### src/rtl/rr_stream_master_pkg.sv
// Shared constants and width helpers for the multi-channel stream master.
package rr_stream_master_pkg;

  localparam int unsigned MODE_RR   = 0;
  localparam int unsigned MODE_PRIO = 1;

  function automatic int unsigned clog2(input int unsigned v);
    int unsigned r;
    r = 0;
    while ((64'(1) << r) < 64'(v)) r++;
    return r;
  endfunction

  // Channel id width; a single channel still needs one bit for chan_id.
  function automatic int unsigned ch_width(input int unsigned n);
    return (n <= 1) ? 1 : clog2(n);
  endfunction

endpackage

### src/rtl/rr_stream_master_stream_fifo.sv
// Show-ahead per-channel buffer with registered count, full/empty and sticky overflow.
module stream_fifo
  import rr_stream_master_pkg::*;
#(
  parameter int unsigned WIDTH = 8,
  parameter int unsigned DEPTH = 16
) (
  input  logic             clk,
  input  logic             rst_n,
  input  logic             i_wr_en,
  input  logic [WIDTH-1:0] i_wr_data,
  input  logic             i_rd_en,
  output logic [WIDTH-1:0] o_head_c,
  output logic             o_empty,
  output logic             o_full,
  output logic             o_overflow
);

  localparam int unsigned AW = clog2(DEPTH);
  localparam int unsigned CW = AW + 1;

  logic [WIDTH-1:0] r_mem [DEPTH];
  logic [AW-1:0]    r_wr_ptr;
  logic [AW-1:0]    r_rd_ptr;
  logic [CW-1:0]    r_count;
  logic             r_full;
  logic             r_empty;
  logic             r_overflow;
  logic             w_push;
  logic             w_pop;
  logic [CW-1:0]    w_count_nxt;

  // A full buffer refuses writes even when it is popped in the same cycle.
  always_comb begin
    w_push      = i_wr_en && !r_full;
    w_pop       = i_rd_en && !r_empty;
    w_count_nxt = r_count;
    if (w_push && !w_pop) begin
      w_count_nxt = r_count + CW'(1);
    end else if (w_pop && !w_push) begin
      w_count_nxt = r_count - CW'(1);
    end
  end

  always_ff @(posedge clk) begin
    if (w_push) begin
      r_mem[r_wr_ptr] <= i_wr_data;
    end
  end

  always_ff @(posedge clk or negedge rst_n) begin
    if (!rst_n) begin
      r_wr_ptr   <= '0;
      r_rd_ptr   <= '0;
      r_count    <= '0;
      r_full     <= 1'b0;
      r_empty    <= 1'b1;
      r_overflow <= 1'b0;
    end else begin
      if (w_push) r_wr_ptr <= r_wr_ptr + AW'(1);
      if (w_pop)  r_rd_ptr <= r_rd_ptr + AW'(1);
      r_count    <= w_count_nxt;
      r_full     <= (w_count_nxt == CW'(DEPTH));
      r_empty    <= (w_count_nxt == CW'(0));
      r_overflow <= r_overflow || (i_wr_en && r_full);
    end
  end

  assign o_head_c   = r_mem[r_rd_ptr];
  assign o_empty    = r_empty;
  assign o_full     = r_full;
  assign o_overflow = r_overflow;

endmodule

### src/rtl/rr_stream_master.sv
// Multi-channel stream master: per-channel buffers, RR/priority arbiter, registered valid/ready output.
module rr_stream_master
  import rr_stream_master_pkg::*;
#(
  parameter  int unsigned WIDTH  = 8,
  parameter  int unsigned DEPTH  = 16,
  parameter  int unsigned NUM_CH = 4,
  parameter  int unsigned MODE   = 0,
  localparam int unsigned CH_W   = ch_width(NUM_CH)
) (
  input  logic                    clk,
  input  logic                    rst_n,
  input  logic [NUM_CH-1:0]       wr_en,
  input  logic [NUM_CH*WIDTH-1:0] data_in,
  output logic [NUM_CH-1:0]       full,
  output logic [NUM_CH-1:0]       overflow,
  output logic                    valid,
  input  logic                    ready,
  output logic [WIDTH-1:0]        data_out,
  output logic [CH_W-1:0]         chan_id
);

  logic [WIDTH-1:0]  w_head [NUM_CH];
  logic [NUM_CH-1:0] w_empty;
  logic [NUM_CH-1:0] w_pop;
  logic              w_load;
  logic              w_gnt_vld;
  logic [CH_W-1:0]   w_gnt_idx;
  logic [WIDTH-1:0]  w_gnt_data;
  int unsigned       w_idx;

  logic              r_valid;
  logic [WIDTH-1:0]  r_data;
  logic [CH_W-1:0]   r_chan;
  logic [CH_W-1:0]   r_ptr;

  for (genvar g = 0; g < NUM_CH; g++) begin : g_ch
    stream_fifo #(
      .WIDTH (WIDTH),
      .DEPTH (DEPTH)
    ) u_fifo (
      .clk        (clk),
      .rst_n      (rst_n),
      .i_wr_en    (wr_en[g]),
      .i_wr_data  (data_in[g*WIDTH +: WIDTH]),
      .i_rd_en    (w_pop[g]),
      .o_head_c   (w_head[g]),
      .o_empty    (w_empty[g]),
      .o_full     (full[g]),
      .o_overflow (overflow[g])
    );
  end

  // Scan from the lowest-preference candidate up so the most preferred non-empty one wins.
  always_comb begin
    w_gnt_vld  = 1'b0;
    w_gnt_idx  = '0;
    w_gnt_data = '0;
    w_idx      = 0;
    for (int unsigned i = NUM_CH; i >= 1; i--) begin
      if (MODE == MODE_PRIO) begin
        w_idx = i - 1;
      end else begin
        w_idx = (32'(r_ptr) + i) % NUM_CH;
      end
      if (!w_empty[CH_W'(w_idx)]) begin
        w_gnt_vld  = 1'b1;
        w_gnt_idx  = CH_W'(w_idx);
        w_gnt_data = w_head[CH_W'(w_idx)];
      end
    end
  end

  always_comb begin
    w_load = !r_valid || ready;
    w_pop  = '0;
    if (w_load && w_gnt_vld) begin
      w_pop[w_gnt_idx] = 1'b1;
    end
  end

  // Output register; the RR pointer only advances on an edge that actually grants.
  always_ff @(posedge clk or negedge rst_n) begin
    if (!rst_n) begin
      r_valid <= 1'b0;
      r_data  <= '0;
      r_chan  <= '0;
      r_ptr   <= CH_W'(NUM_CH - 1);
    end else if (w_load) begin
      r_valid <= w_gnt_vld;
      if (w_gnt_vld) begin
        r_data <= w_gnt_data;
        r_chan <= w_gnt_idx;
        r_ptr  <= w_gnt_idx;
      end
    end
  end

  assign valid    = r_valid;
  assign data_out = r_data;
  assign chan_id  = r_chan;

endmodule

### config.mk
export PLATFORM = sky130hd
export DESIGN_NAME = rr_stream_master
export DESIGN_NICKNAME = d
export VERILOG_FILES = /design/src/rtl/rr_stream_master_pkg.sv /design/src/rtl/rr_stream_master_stream_fifo.sv /design/src/rtl/rr_stream_master.sv
export SDC_FILE = /design/constraint.sdc
export NUM_CORES = 1
export LEC_CHECK = 0
export ABC_AREA = 1
export CORE_ASPECT_RATIO = 1.1
export CORE_MARGIN = 1.5
export CORE_UTILIZATION = 43
export DETAILED_ROUTE_END_ITERATION = 7
export GPL_TIMING_DRIVEN = 0
export PLACE_DENSITY = 0.69
export SYNTH_ARGS = -nofsm -noshare
export SYNTH_HDL_FRONTEND = slang
export SYNTH_SLANG_ARGS = --single-unit
### constraint.sdc
create_clock -name clk -period 5.85 [get_ports clk]
set_input_delay 0.585 -clock clk [delete_from_list [all_inputs] [get_ports clk]]
set_output_delay 0.585 -clock clk [all_outputs]
set_load 0.01 [all_outputs]
======== Word level (Yosys, flattened, before mapping) ========
Memory sizes are Yosys's and may differ from the RTL's.
Cells that the tools add are included.
operators by class
  add/subtract/negate cells ............... 20
  multiply operators ...................... 0
  divide/modulo/power cells ............... 0
  $lt $le $gt $ge ......................... 10
  eq/ne operators ......................... 4
  shift operators ......................... 0
  mux-type cells .......................... 51
  bitwise logic cells ..................... 4
  reduce and logical (&&, ||, !) cells .... 49
operator list
  operator                                                    count
  two-way mux 8 bit                                           12
  binary-select mux 8 bit (select 2 bit)                      4
  two-way mux 5 bit                                           8
  adder 4 x 1 -> 4 bit, second input constant                 8
  logical AND 1 bit                                           22
  adder 5 x 1 -> 5 bit, second input constant                 4
  == test 5 bit, second input constant                        4
  zero test 5 bit                                             4
  subtractor 5 x 1 -> 5 bit, second input constant            4
  zero test 1 bit                                             17
  two-way mux 1 bit                                           17
  less-than comparator 2 x 3 -> 1 bit, second input constant  5
  >= comparator 3 bit, second input constant                  4
  inverter 2 -> 3 bit                                         4
  binary-select mux 1 bit (select 2 bit)                      4
  two-way mux 2 bit                                           4
  logical OR 1 bit                                            5
  adder 2 x 1 -> 2 bit, second input constant                 2
  adder 2 bit, second input constant                          2
  two-way mux 4 bit                                           1
  demux 1 bit (select 2 bit)                                  1
  >= comparator 2 x 1 -> 1 bit, second input constant         1
  AND reduction 2 bit                                         1
storage, ports and cells
  register bits ........................... 77
  bits in latches ......................... 0
  memory bits (writable) .................. 512
  memory bits (read-only) ................. 0
  bits of input ports ..................... 39
  output and inout port bits .............. 19
  word-level logic and storage cells ...... 170
  memories ................................ 4
memories
  memory                depth  bits a word  read ports  clocked after Yosys merged registers in  wr ports  RTL line                            source
  g_ch[0].u_fifo.r_mem  16     8            1           0                                        1         rr_stream_master_stream_fifo.sv:22  logic [WIDTH-1:0] r_mem [DEPTH];
  g_ch[1].u_fifo.r_mem  16     8            1           0                                        1         rr_stream_master_stream_fifo.sv:22
  g_ch[2].u_fifo.r_mem  16     8            1           0                                        1         rr_stream_master_stream_fifo.sv:22
  g_ch[3].u_fifo.r_mem  16     8            1           0                                        1         rr_stream_master_stream_fifo.sv:22

======== Depth between registers and ports, before layout ========
Gate-level depths: netlist (run 1).
  depth in word-level cells ............... 17
  depth in mapped cells ................... 17
  mapped depth without buffers ............ 17

======== Cells and area by module ========
From an unflattened synthesis (run 1), not the netlist that was laid out.
second synthesis, totals
  cell total of the unflattened synthesis .. 2334
  area total of the unflattened synthesis .. 26027.5 um^2
by module, submodules not included
  module                             instances  cells each  area an instance (um^2)  sequential area each (um^2)
  stream_fifo at g_ch[1].u_fifo ...  3          495         6043.3                   4245.3
  stream_fifo at g_ch[0].u_fifo      1          495         6073.3                   4245.3
  rr_stream_master                   1          354         1824.2                   327.8

======== Least setup slack after synthesis (run 1) ========
No wires, ideal clock.
  path type ............................... reg-to-reg
  start ................................... register r_ptr[0]
  end ..................................... register g_ch[3].u_fifo.r_full
  library setup time ...................... 115 ps
  arrival ................................. 2024 ps
  data required time ...................... 5735 ps
  slack ................................... 3711 ps
  stages on the path, launching flop included .. 16
  path buffers ............................ 1
  period minus slack after synthesis ...... 2139 ps
  cells stage by stage .................... dfstp_2 buf_6 nand2_1 nand2_1 nand3_1 nor2_2 nor2_8 nand3_4 inv_2 nand2_4 nand2_4 nand2_1 xor2_1 nor2_1 nand2_1 nor2_1
between the ends
  cells in the longest elaborated chain, start to end .. 17
  elaborated cells between the ends (all ways) .. 34
  classes of those cells .................. add/sub (4); order compare (2); eq/ne (1); mux (21); reduce/logical (6)
ends and longest elaborated chain
  element                                                                                                           RTL line                                                                source
  start: declaration                                                                                                rr_stream_master.sv:35                                                  logic [CH_W-1:0] r_ptr;
  start signal: assignment                                                                                          rr_stream_master.sv:88                                                  r_ptr <= CH_W'(NUM_CH - 1);
  start signal: assignment                                                                                          rr_stream_master.sv:94                                                  r_ptr <= w_gnt_idx;
  adder 2 x 1 -> 2 bit                                                                                              rr_stream_master.sv:64                                                  w_idx = (32'(r_ptr) + i) % NUM_CH;
  binary-select mux 1 bit (select 2 bit)                                                                            rr_stream_master.sv:66                                                  if (!w_empty[CH_W'(w_idx)]) begin
  two-way mux 1 bit (implied by the code)                                                                           rr_stream_master.sv:66
  two-way mux 2 bit (4 in a row)                                                                                    rr_stream_master.sv:66
  less-than comparator 2 x 3 -> 1 bit (implied by the code) / >= comparator 2 x 1 -> 1 bit (equally long branches)  rr_stream_master.sv:78                                                  w_pop[w_gnt_idx] = 1'b1;
  logical AND 1 bit (implied by the code)                                                                           rr_stream_master.sv:78
  two-way mux 1 bit (implied by the code)                                                                           rr_stream_master.sv:78
  demux 1 bit (select 2 bit)                                                                                        rr_stream_master.sv:78
  two-way mux 4 bit (*)                                                                                             rr_stream_master.sv:77                                                  if (w_load && w_gnt_vld) begin
  logical AND 1 bit (*)                                                                                             rr_stream_master_stream_fifo.sv:36                                      w_pop = i_rd_en && !r_empty;
  logical AND 1 bit / zero test 1 bit (equally long branches)                                                       rr_stream_master_stream_fifo.sv:40, rr_stream_master_stream_fifo.sv:38
  two-way mux 5 bit / logical AND 1 bit (equally long branches)                                                     rr_stream_master_stream_fifo.sv:40, rr_stream_master_stream_fifo.sv:38
  two-way mux 5 bit (*)                                                                                             rr_stream_master_stream_fifo.sv:38                                      if (w_push && !w_pop) begin
  via g_ch[3].u_fifo.w_count_nxt[0]                                                                                 rr_stream_master_stream_fifo.sv:31                                      logic [CW-1:0] w_count_nxt;
  == test 5 bit (*)                                                                                                 rr_stream_master_stream_fifo.sv:63                                      r_full <= (w_count_nxt == CW'(DEPTH));
  end signal: assignment                                                                                            rr_stream_master_stream_fifo.sv:63
  end: declaration                                                                                                  rr_stream_master_stream_fifo.sv:26                                      logic r_full;
The timed path passes the listed nets; every way through them passes the cells marked *. The select of a mux whose other input is x is not followed.
A chain may end at the register's enable or synchronous reset.

======== Final worst setup path (run 1) ========
  start ................................... register g_ch[0].u_fifo.r_rd_ptr[0]
  end ..................................... register r_data[6], in the netlist data_out[6]
between the ends
  cells in the longest elaborated chain, start to end .. 8
  elaborated cells between the ends (all ways) .. 17
  classes of those cells .................. mux (16); memory (1)
ends and longest elaborated chain
  element                                               RTL line                            source
  start: declaration                                    rr_stream_master_stream_fifo.sv:24  logic [AW-1:0] r_rd_ptr;
  start signal: assignment                              rr_stream_master_stream_fifo.sv:61  if (w_pop) r_rd_ptr <= r_rd_ptr + AW'(1);
  memory read (16 x 8 bit) (*)                          n/a
  binary-select mux 8 bit (select 2 bit)                rr_stream_master.sv:69              w_gnt_data = w_head[CH_W'(w_idx)];
  two-way mux 8 bit (implied by the code) (2 in a row)  rr_stream_master.sv:69
  two-way mux 8 bit (3 in a row)                        rr_stream_master.sv:66
  two-way mux 8 bit (*)                                 rr_stream_master.sv:66
  end signal: assignment                                rr_stream_master.sv:92              r_data <= w_gnt_data;
  end: declaration                                      rr_stream_master.sv:33              logic [WIDTH-1:0] r_data;
Every way passes the cells marked *; elsewhere a longest branch is shown, timed or not. The select of a mux whose other input is x is not followed.

==> results.cfg, run 1 <==
[setup_path]
critPathKind = reg2reg
reg2reg_from = g_ch[0].u_fifo.r_rd_ptr[0]
endpoint_kind = register
cp.arrival_ps = 3510
crit_start = g_ch[0].u_fifo.r_rd_ptr[0]
worstPathRequired_ps = 6370
start_kind = register
reg2reg_slack_ps = 2860
cp_max_fo = 10

[cts]
cts-buffers-inserted = 56
clockRootBuffer = clkbuf_16
clk_pin_slew_worst_paths_ps = 60
cts_tree = done
cts_hold_buf = 1
clock_latency_ps = 600
cts_setup_buffers = 0
cts_buffer_depth = 3
cts_max_level = 2
clock_sinks = 589
cts_resized = 0

[placement]
dp.cells = 3160
routabilityCongestion = 0.911
io_buffers = 57
place_hpwl_mm = 45.7

[finish]
final_cells = 3264
nNetsFinal = 2526
nFillCells = 5047
synthToLayoutAreaGrowth_pct = 13.1
drive_gt1_share_pct = 6.11
insertedDiodeCount = 0
seq_area_um2 = 17300
multi_input_comb_area_um2 = 7410

[route]
vias = 18012
ant_nets = 0
drc = 0
wirelength_mm = 67.2
wl_per_cell_um = 20.6
viasPerCell = 5.52
drt_iter0_drc = 2002
first_pass_iters = 6

[power]
netSwitchingFraction_pct = 41.9
vdd_drop_max_v = 0.000250
power_switching_mw = 6.57
power.total_mw = 15.7
power_frac_clock_pct = 22.8
p_int_mw = 9.11
power_frac_seq_pct = 35.3
pwr-share-comb_pct = 41.9
p_per_area_nw_per_um2 = 540
p_leak_nw = 10.7

[status]
status = completed

[timing]
hold_viol = 0
fin_skew_ps = 15.2
hold_ws_ps = 462
final-setup-viol-count = 0
drv_slew = 0
fin_crit_sh_pct = 51.1
fmax_mhz = 335
setup_tns_ps = 0
timing.slew.headroom_pct = 30.6
min_period_ps = 2990
rsz0062_at_grt = no
worst_pin_slew_ps = 1040

[yosys]
netlist.area_leader.share_pct = 59.9
synthCells = 2342
yosysWarnings = 0
ys_seq_area_share_pct = 67.4
yosys.area.top_type = edfxtp_1
yosysUniqueCellTypes = 40
syn_nets = 2409
syn_avg_cell_area_um2 = 11.0
synthTopCellsByArea = edfxtp_1 (60%), nand2_1 (7.1%), dfrtp_1 (6.9%)
synth_area_um2 = 25700
ys_seq_elements = 589

[global_routing]
grt_pass1_wl_mm = 101
grt_pass1_vias = 17299
use_met2_pct = 37.3
met3_usage_pct = 2.84
grt_max_degree = 51
antenna_found_initial = 0
grtUsageMet1_pct = 27.9
grt_busiest_layer = met2
track_usage_pct = 21.6
grt-ovfl-total = 0

[die]
core_area_um2 = 58800
dieArea_um2 = 61200
num_io_pins = 58
initial_utilization_pct = 43.7
die_y_um = 259
die_w_um = 236
rows = 93

[hold_path]
worstHoldPathType = reg2reg
min_from = g_ch[0].u_fifo.o_overflow

[flow_run]
maxCapViolCount = 0
==> per-layer routing <==
layer	vias to the layer above	share of wire, %
li1	8376	-
met1	8693	40
met2	802	49
met3	141	6.9
met4	0	3.3
met5	-	0
==> sequential cells by signal, summed over array words and instances (netlist names) <==
| register | cells |
|---|---|
| data_out | 8 |
| chan_id | 2 |
| g_ch.u_fifo.r_count | 20 |
| g_ch.u_fifo.o_empty | 4 |
| g_ch.u_fifo.o_full | 4 |
| g_ch.u_fifo.o_overflow | 4 |
| g_ch.u_fifo.r_mem | 512 |
| r_ptr | 2 |
| g_ch.u_fifo.r_rd_ptr | 16 |
| g_ch.u_fifo.r_wr_ptr | 16 |
| valid | 1 |
==> cell type report <==
class | instances | share of cell area (%)
Timing Repair Buffer | 59 | 2.09
Tap cell | 760 | 3.28
Clock buffer | 77 | 5.35
Multi-Input combinational cell | 1516 | 25.5
Inverter | 123 | 1.59
Sequential cell | 589 | 59.6
Buffer | 114 | 1.68
Clock inverter | 26 | 0.862
==> power groups by stage <==
| stage | sequential [mW] | combinational, mW | clock, mW |
|---|---|---|---|
| after CTS | 5.53 | 6.50 | 3.62 |
| after global placement | 5.59 | 6.34 | 0 |
| after floorplan | 5.51 | 4.31 | 0 |
| after detailed placement | 5.62 | 6.47 | 0 |
| after global routing | 5.59 | 7.22 | 3.77 |
| final | 5.54 | 6.57 | 3.58 |
==> cell usage in the layout (no fill, tap or decap), types with 10 or more instances in the layout <==
| cell type | synthesis | routed |
|---|---|---|
| a21oi_1 | 121 | 121 |
| nand3_1 | 196 | 196 |
| inv_1 | 106 | 106 |
| o21ai_0 | 194 | 194 |
| clkinv_1 | 9 | 16 |
| nand2_1 | 484 | 484 |
| clkbuf_16 | 0 | 57 |
| clkdlybuf4s50_1 | 0 | 56 |
| ha_1 | 28 | 28 |
| buf_4 | 9 | 10 |
| dfrtp_1 | 71 | 71 |
| nor2_1 | 304 | 304 |
| xor2_1 | 38 | 38 |
| edfxtp_1 | 512 | 512 |
| clkbuf_1 | 86 | 101 |
| o211ai_1 | 60 | 60 |
| o22ai_1 | 15 | 15 |
| nand2_4 | 11 | 11 |
==> cells in the mapped netlist, drive strengths merged <==
cell    instances
nand4          11
a21o            4
o22ai          15
nand3         201
xor2           38
xnor2           4
inv           114
edfxtp        512
or2             2
dfrtp          71
nor3            7
ha             28
and2            1
a31oi           5
a21oi         121
nand3b          1
buf            28
nand2         505
o211ai         60
o21ai         204
clkbuf         86
nor2          309
clkinv          9
dfstp           6
==> worst max-delay path: stages, from the launching register on <==
cell,delay (ps)
dfrtp_1,380
buf_2,170
clkbuf_1,470
clkbuf_1,540
nand2_1,120
a31oi_1,350
nand2_1,170
nand3_1,110
nand2_1,120
nand2_1,90
nand3_1,70
nand2_1,120
nor2_1,50
o21ai_0,140
==> worst paths after layout <==
| check | endpoint | depth (start not counted) |
|---|---|---|
| min in group asynchronous | g_ch[2].u_fifo.r_rd_ptr[3] | 2 |
| hold reg to reg | g_ch[0].u_fifo.o_overflow | 1 |
| max in group asynchronous | r_ptr[0] | 3 |
| setup / recovery | data_out[6] | 13 |
| setup reg to reg | data_out[6] | 13 |
| hold / removal | g_ch[0].u_fifo.o_overflow | 1 |
==> logic make-up (layout without fill, tap and decap cells) <==
kind of cell,Yosys count,in the layout,synth area share [%]
buffers and inverters,237,399,3.70
AND/OR/NAND/NOR,1037,1037,17.3
XOR/XNOR,42,42,1.43
AO/OA/AOI/OAI,409,409,8.76
flip-flops,589,589,67.4
adder cells (fa/ha/maj),28,28,1.37
==> through the flow <==
step / utilization, % / cell area [um2] / setup WS, ps
after detailed placement: 46.3 / 27200 / 2390
after floorplan: - / 25700 / 3710
after global routing: 49.4 / 29000 / 2660
after global placement: 46.3 / 27200 / 830
after CTS: 49.4 / 29000 / 2860
final: 49.4 / 29000 / 2860
Power figures use the tool's default switching activity.
==> run 2: changes to the inputs <==
- clock period: 5.85 -> 2.8 ns (I/O delays scaled with it)
==> results.cfg, run 2 (synthesis gave the netlist of run 1 again) <==
[timing]
fin_skew_ps = 13.2
fmax_mhz = 367
fin_crit_sh_pct = 97.2
final-setup-viol-count = 0
hold_ws_ps = 177
rsz0062_at_grt = yes
setup_tns_ps = 0
hold_viol = 0
timing.slew.headroom_pct = 30.8
drv_slew = 0
min_period_ps = 2720
worst_pin_slew_ps = 1030

[setup_path]
path_common_cell = nor2_1
r2r_end = g_ch[2].u_fifo.r_mem[3][5]
critPathKind = reg2reg
cp.arrival_ps = 2950
endpoint_kind = register
crit_start = g_ch[2].u_fifo.o_full
cp_max_fo = 10
critPathTopFamily = simple AND/OR/NAND/NOR gates
start_kind = register
slowest_stage = nor2_1
crit_chain = nor2_1, nand2_1, nor2_1
worstPathRequired_ps = 3030
reg2reg_from = g_ch[2].u_fifo.o_full
slowest_delay_ps = 790
reg2reg_slack_ps = 80
r2r_cells = 3
cp.buffers_inverters = 0

[power]
power_switching_mw = 13.8
vdd_drop_max_v = 0.000530
pwr-share-comb_pct = 42.0
netSwitchingFraction_pct = 41.9
p_per_area_nw_per_um2 = 1130
p_int_mw = 19.1
power_frac_seq_pct = 35.3
p_leak_nw = 10.8
power_frac_clock_pct = 22.7

[cts]
cts_max_level = 2
clockRootBuffer = clkbuf_16
clock_latency_ps = 610
cts_tree = done
cts-buffers-inserted = 56
clock_sinks = 589
clk_pin_slew_worst_paths_ps = 60
cts_buffer_depth = 3

[finish]
largestRegisters = g_ch.u_fifo.r_mem (512), g_ch.u_fifo.r_count (20)
final_cells = 3265
largest_reg_flops = 512
largest_register = g_ch.u_fifo.r_mem
nNetsFinal = 2527
final_common_cell = edfxtp_1
nFillCells = 5039
synthToLayoutAreaGrowth_pct = 13.4
insertedDiodeCount = 0
finalInstanceArea_um2 = 29100
final_cell_mix = edfxtp_1 (512), nand2_1 (484), nor2_1 (298), nand3_1 (196), o21ai_0 (193)
final_util_pct = 49.5
drive_gt1_share_pct = 7.74

[route]
wirelength_mm = 67.3
wl_per_cell_um = 20.6
ant_nets = 0
vias = 17957
drc = 0
first_pass_iters = 5
viasPerCell = 5.50
drt_iter0_drc = 1987

[placement]
io_buffers = 57
routabilityCongestion = 0.911
placed_area_um2 = 27200
dp.cells = 3160
place_hpwl_mm = 45.7

[global_routing]
track_usage_pct = 21.7
grt_pass1_vias = 17290
grt_max_degree = 51
grt-ovfl-total = 0
grt_pass1_wl_mm = 101
antenna_found_initial = 0

[die]
core_area_um2 = 58800
die_y_um = 259
rows = 93
num_io_pins = 58
dieArea_um2 = 61200
initial_utilization_pct = 43.7
die_w_um = 236

[hold_path]
worstHoldPathType = in2async

[status]
status = completed

[flow_run]
maxCapViolCount = 0
[run 2: cell count changes in the layout (fill, tap and decap cells not counted), sizes merged]
| cell | change |
|---|---|
| clkinvlp | +1 |
| buf | +1 |
| clkinv | -1 |
[run 2: cell type report]
type / count / area (um2) / share of cell area (%)
Tap cell: 760 / 951 / 3.27
Clock buffer: 77 / 1550 / 5.33
Timing Repair Buffer: 62 / 628 / 2.16
Buffer: 112 / 520 / 1.79
Inverter: 123 / 467 / 1.60
Sequential cell: 589 / 17300 / 59.5
Clock inverter: 26 / 250 / 0.860
Multi-Input combinational cell: 1516 / 7430 / 25.5
[run 2: repair_timing]
| action | CTS | global route |
|---|---|---|
| hold endpoints to repair | 27 | 0 |
| setup endpoints to repair | 7 | 35 |
| setup buffers | 0 | 3 |
| pin swaps | 0 | 2 |
| hold buffers | 1 | 0 |
| gates resized for setup | 11 | 50 |
[run 2: power by group through the flow]
| stage | clock network (mW) | logic (mW) | registers (mW) |
|---|---|---|---|
| finish | 7.49 | 13.8 | 11.6 |
| CTS | 7.55 | 13.6 | 11.6 |
| detailed placement | 0 | 13.5 | 11.7 |
| floorplan | 0 | 9.00 | 11.5 |
| global route | 7.87 | 15.2 | 11.7 |
| global placement | 0 | 13.2 | 11.7 |
[run 2: metal layers]
| metal | up-vias | part of all wire [%] | track usage (%) |
|---|---|---|---|
| met3 | 143 | 6.4 | 2.84 |
| met5 | - | 0 | 0 |
| met4 | 0 | 3.6 | 8.35 |
| met1 | 8704 | 41 | 27.9 |
| met2 | 719 | 49 | 37.4 |
| li1 | 8391 | - | - |
[run 2: worst max path at each step]
stage / end / depth (start not counted) / slack, ps
6_report: g_ch[2].u_fifo.r_mem[3][5] / 3 / 80
4_1_cts: data_out[5] / 15 / 10
5_1_grt: g_ch[2].u_fifo.o_full / 16 / -30
3_5_place_dp: g_ch[2].u_fifo.r_mem[15][5] / 5 / -350
3_3_place_gp: g_ch[1].u_fifo.o_full / 1 / -1910
2_1_floorplan: g_ch[3].u_fifo.o_full / 15 / 660
[run 2: metrics by stage]
stage / setup WS [ps] / power [mW]
2_1_floorplan: 661 / 20.5
3_3_place_gp: -1910 / 24.9
3_5_place_dp: -353 / 25.2
4_1_cts: 13.3 / 32.7
5_1_grt: -34.4 / 34.8
6_report: 77.3 / 32.9
==> run 3: changes to the inputs <==
- RECOVER_POWER: unset -> 50
==> results.cfg, run 3 (synthesis gave the netlist of run 1 again) <==
[timing]
setup_tns_ps = 0
timing.slew.headroom_pct = -32.8
min_period_ps = 2730
hold_viol = 0
final-setup-viol-count = 0
drv_slew = 28
fin_skew_ps = 13.3
fin_crit_sh_pct = 97.5
worst_pin_slew_ps = 1990
fmax_mhz = 366
worst_slack_ps = 68.7
hold_ws_ps = 287
rsz0062_at_grt = yes

[cts]
cts_max_level = 2
clock_latency_ps = 610
cts_buffer_depth = 3
cts-buffers-inserted = 56
cts_tree = done
clockRootBuffer = clkbuf_16
clock_sinks = 589
clk_pin_slew_worst_paths_ps = 60

[setup_path]
slowest_delay_ps = 790
worstPathRequired_ps = 3030
cp.arrival_ps = 2960
cp.buffers_inverters = 0
critPathKind = reg2reg
critPathTopFamily = simple AND/OR/NAND/NOR gates
r2r_cells = 3
crit_chain = nor2_1, nand2_1, nor2_1
reg2reg_slack_ps = 70
start_kind = register
cp_max_fo = 10
crit_end = g_ch[2].u_fifo.r_mem[3][5]
endpoint_kind = register
crit_start = g_ch[2].u_fifo.o_full
reg2reg_from = g_ch[2].u_fifo.o_full
critical_path_depth = 3
path_common_cell = nor2_1
r2r_end = g_ch[2].u_fifo.r_mem[3][5]
slowest_stage = nor2_1

[placement]
dp_slack_ps = -353
dp.cells = 3160
io_buffers = 57
place_hpwl_mm = 45.7
routabilityCongestion = 0.911
placed_area_um2 = 27200

[finish]
nFillCells = 5041
largest_reg_flops = 512
drive_gt1_share_pct = 7.70
largest_register = g_ch.u_fifo.r_mem
nNetsFinal = 2527
synthToLayoutAreaGrowth_pct = 13.4
seq_area_um2 = 17300
final_cells = 3265
largestRegisters = g_ch.u_fifo.r_mem (512), g_ch.u_fifo.r_count (20)
final_common_cell = edfxtp_1
final_util_pct = 49.5
finalInstanceArea_um2 = 29100
insertedDiodeCount = 0
final_cell_mix = edfxtp_1 (512), nand2_1 (484), nor2_1 (298), nand3_1 (196), o21ai_0 (193)
multi_input_comb_area_um2 = 7430

[route]
drt_iter0_drc = 1990
wl_per_cell_um = 20.6
wirelength_mm = 67.3
viasPerCell = 5.50
ant_nets = 0
vias = 17956
drc = 0
first_pass_iters = 5

[power]
p_int_mw = 19.1
p_per_area_nw_per_um2 = 1130
power.total_mw = 32.9
power_switching_mw = 13.8
power_frac_clock_pct = 22.8
power_frac_seq_pct = 35.3
pwr-share-comb_pct = 42.0
vdd_drop_max_v = 0.000528
netSwitchingFraction_pct = 41.9
p_leak_nw = 10.8

[die]
core_area_um2 = 58800
num_io_pins = 58
die_y_um = 259
initial_utilization_pct = 43.7
rows = 93
die_w_um = 236
dieArea_um2 = 61200

[global_routing]
grt_max_degree = 51
antenna_found_initial = 0
grt_pass1_vias = 17290
track_usage_pct = 21.7
grt-ovfl-total = 0
grt_pass1_wl_mm = 101

[flow_run]
maxCapViolCount = 1

[hold_path]
worstHoldPathType = in2reg

[status]
violations = capacitance limit, slew limit
status = finished with violations
[run 3: cell count changes in the layout (fill, tap and decap cells not counted), sizes merged]
cell           delta
clkdlybuf4s50    -32
buf               -1
clkbuf            +1
dlygate4sd3      +32
[run 3: power by group through the flow]
stage               Clock (mW)  Combinational, mW  Sequential, mW
floorplan                    0               9.00            11.5
global placement             0               13.2            11.7
detailed placement           0               13.5            11.7
CTS                       7.55               13.6            11.6
global route              7.87               15.2            11.7
finish                    7.49               13.8            11.6
[run 3: cell type report]
class,instances,area share [%]
Timing Repair Buffer,62,2.15
Multi-Input combinational cell,1516,25.5
Clock inverter,26,0.860
Tap cell,760,3.27
Buffer,112,1.79
Inverter,123,1.60
Sequential cell,589,59.5
Clock buffer,77,5.33
[run 3: how the worst min path moves through the flow]
stage                                          from                    endpoint  slack [ps]  cells after the start
after floorplan                               rst_n                  chan_id[0]         -20                      0
after global placement    g_ch[2].u_fifo.o_overflow   g_ch[2].u_fifo.o_overflow         440                      1
after detailed placement                      rst_n  g_ch[2].u_fifo.r_rd_ptr[3]         260                      1
after CTS                                     rst_n  g_ch[2].u_fifo.r_rd_ptr[3]         170                      2
after global routing                          ready                       valid         290                      2
final                                         ready                       valid         290                      2
[run 3: routing by layer]
metal | GRT usage [%] | up-vias | share of wire [%]
met5 | 0 | - | 0
met3 | 2.84 | 138 | 6.7
met1 | 27.9 | 8687 | 41
li1 | - | 8388 | -
met2 | 37.4 | 743 | 49
met4 | 8.35 | 0 | 3.5
[run 3: timing repair]
action                                  4_1_cts  5_1_grt
gates cloned                                  0        0
hold buffers                                  1        0
resized for setup                            11       50
buffers inserted                              0        3
endpoints found under the setup margin        7       35
pin swaps                                     0        2
endpoints found under the hold margin        27        0
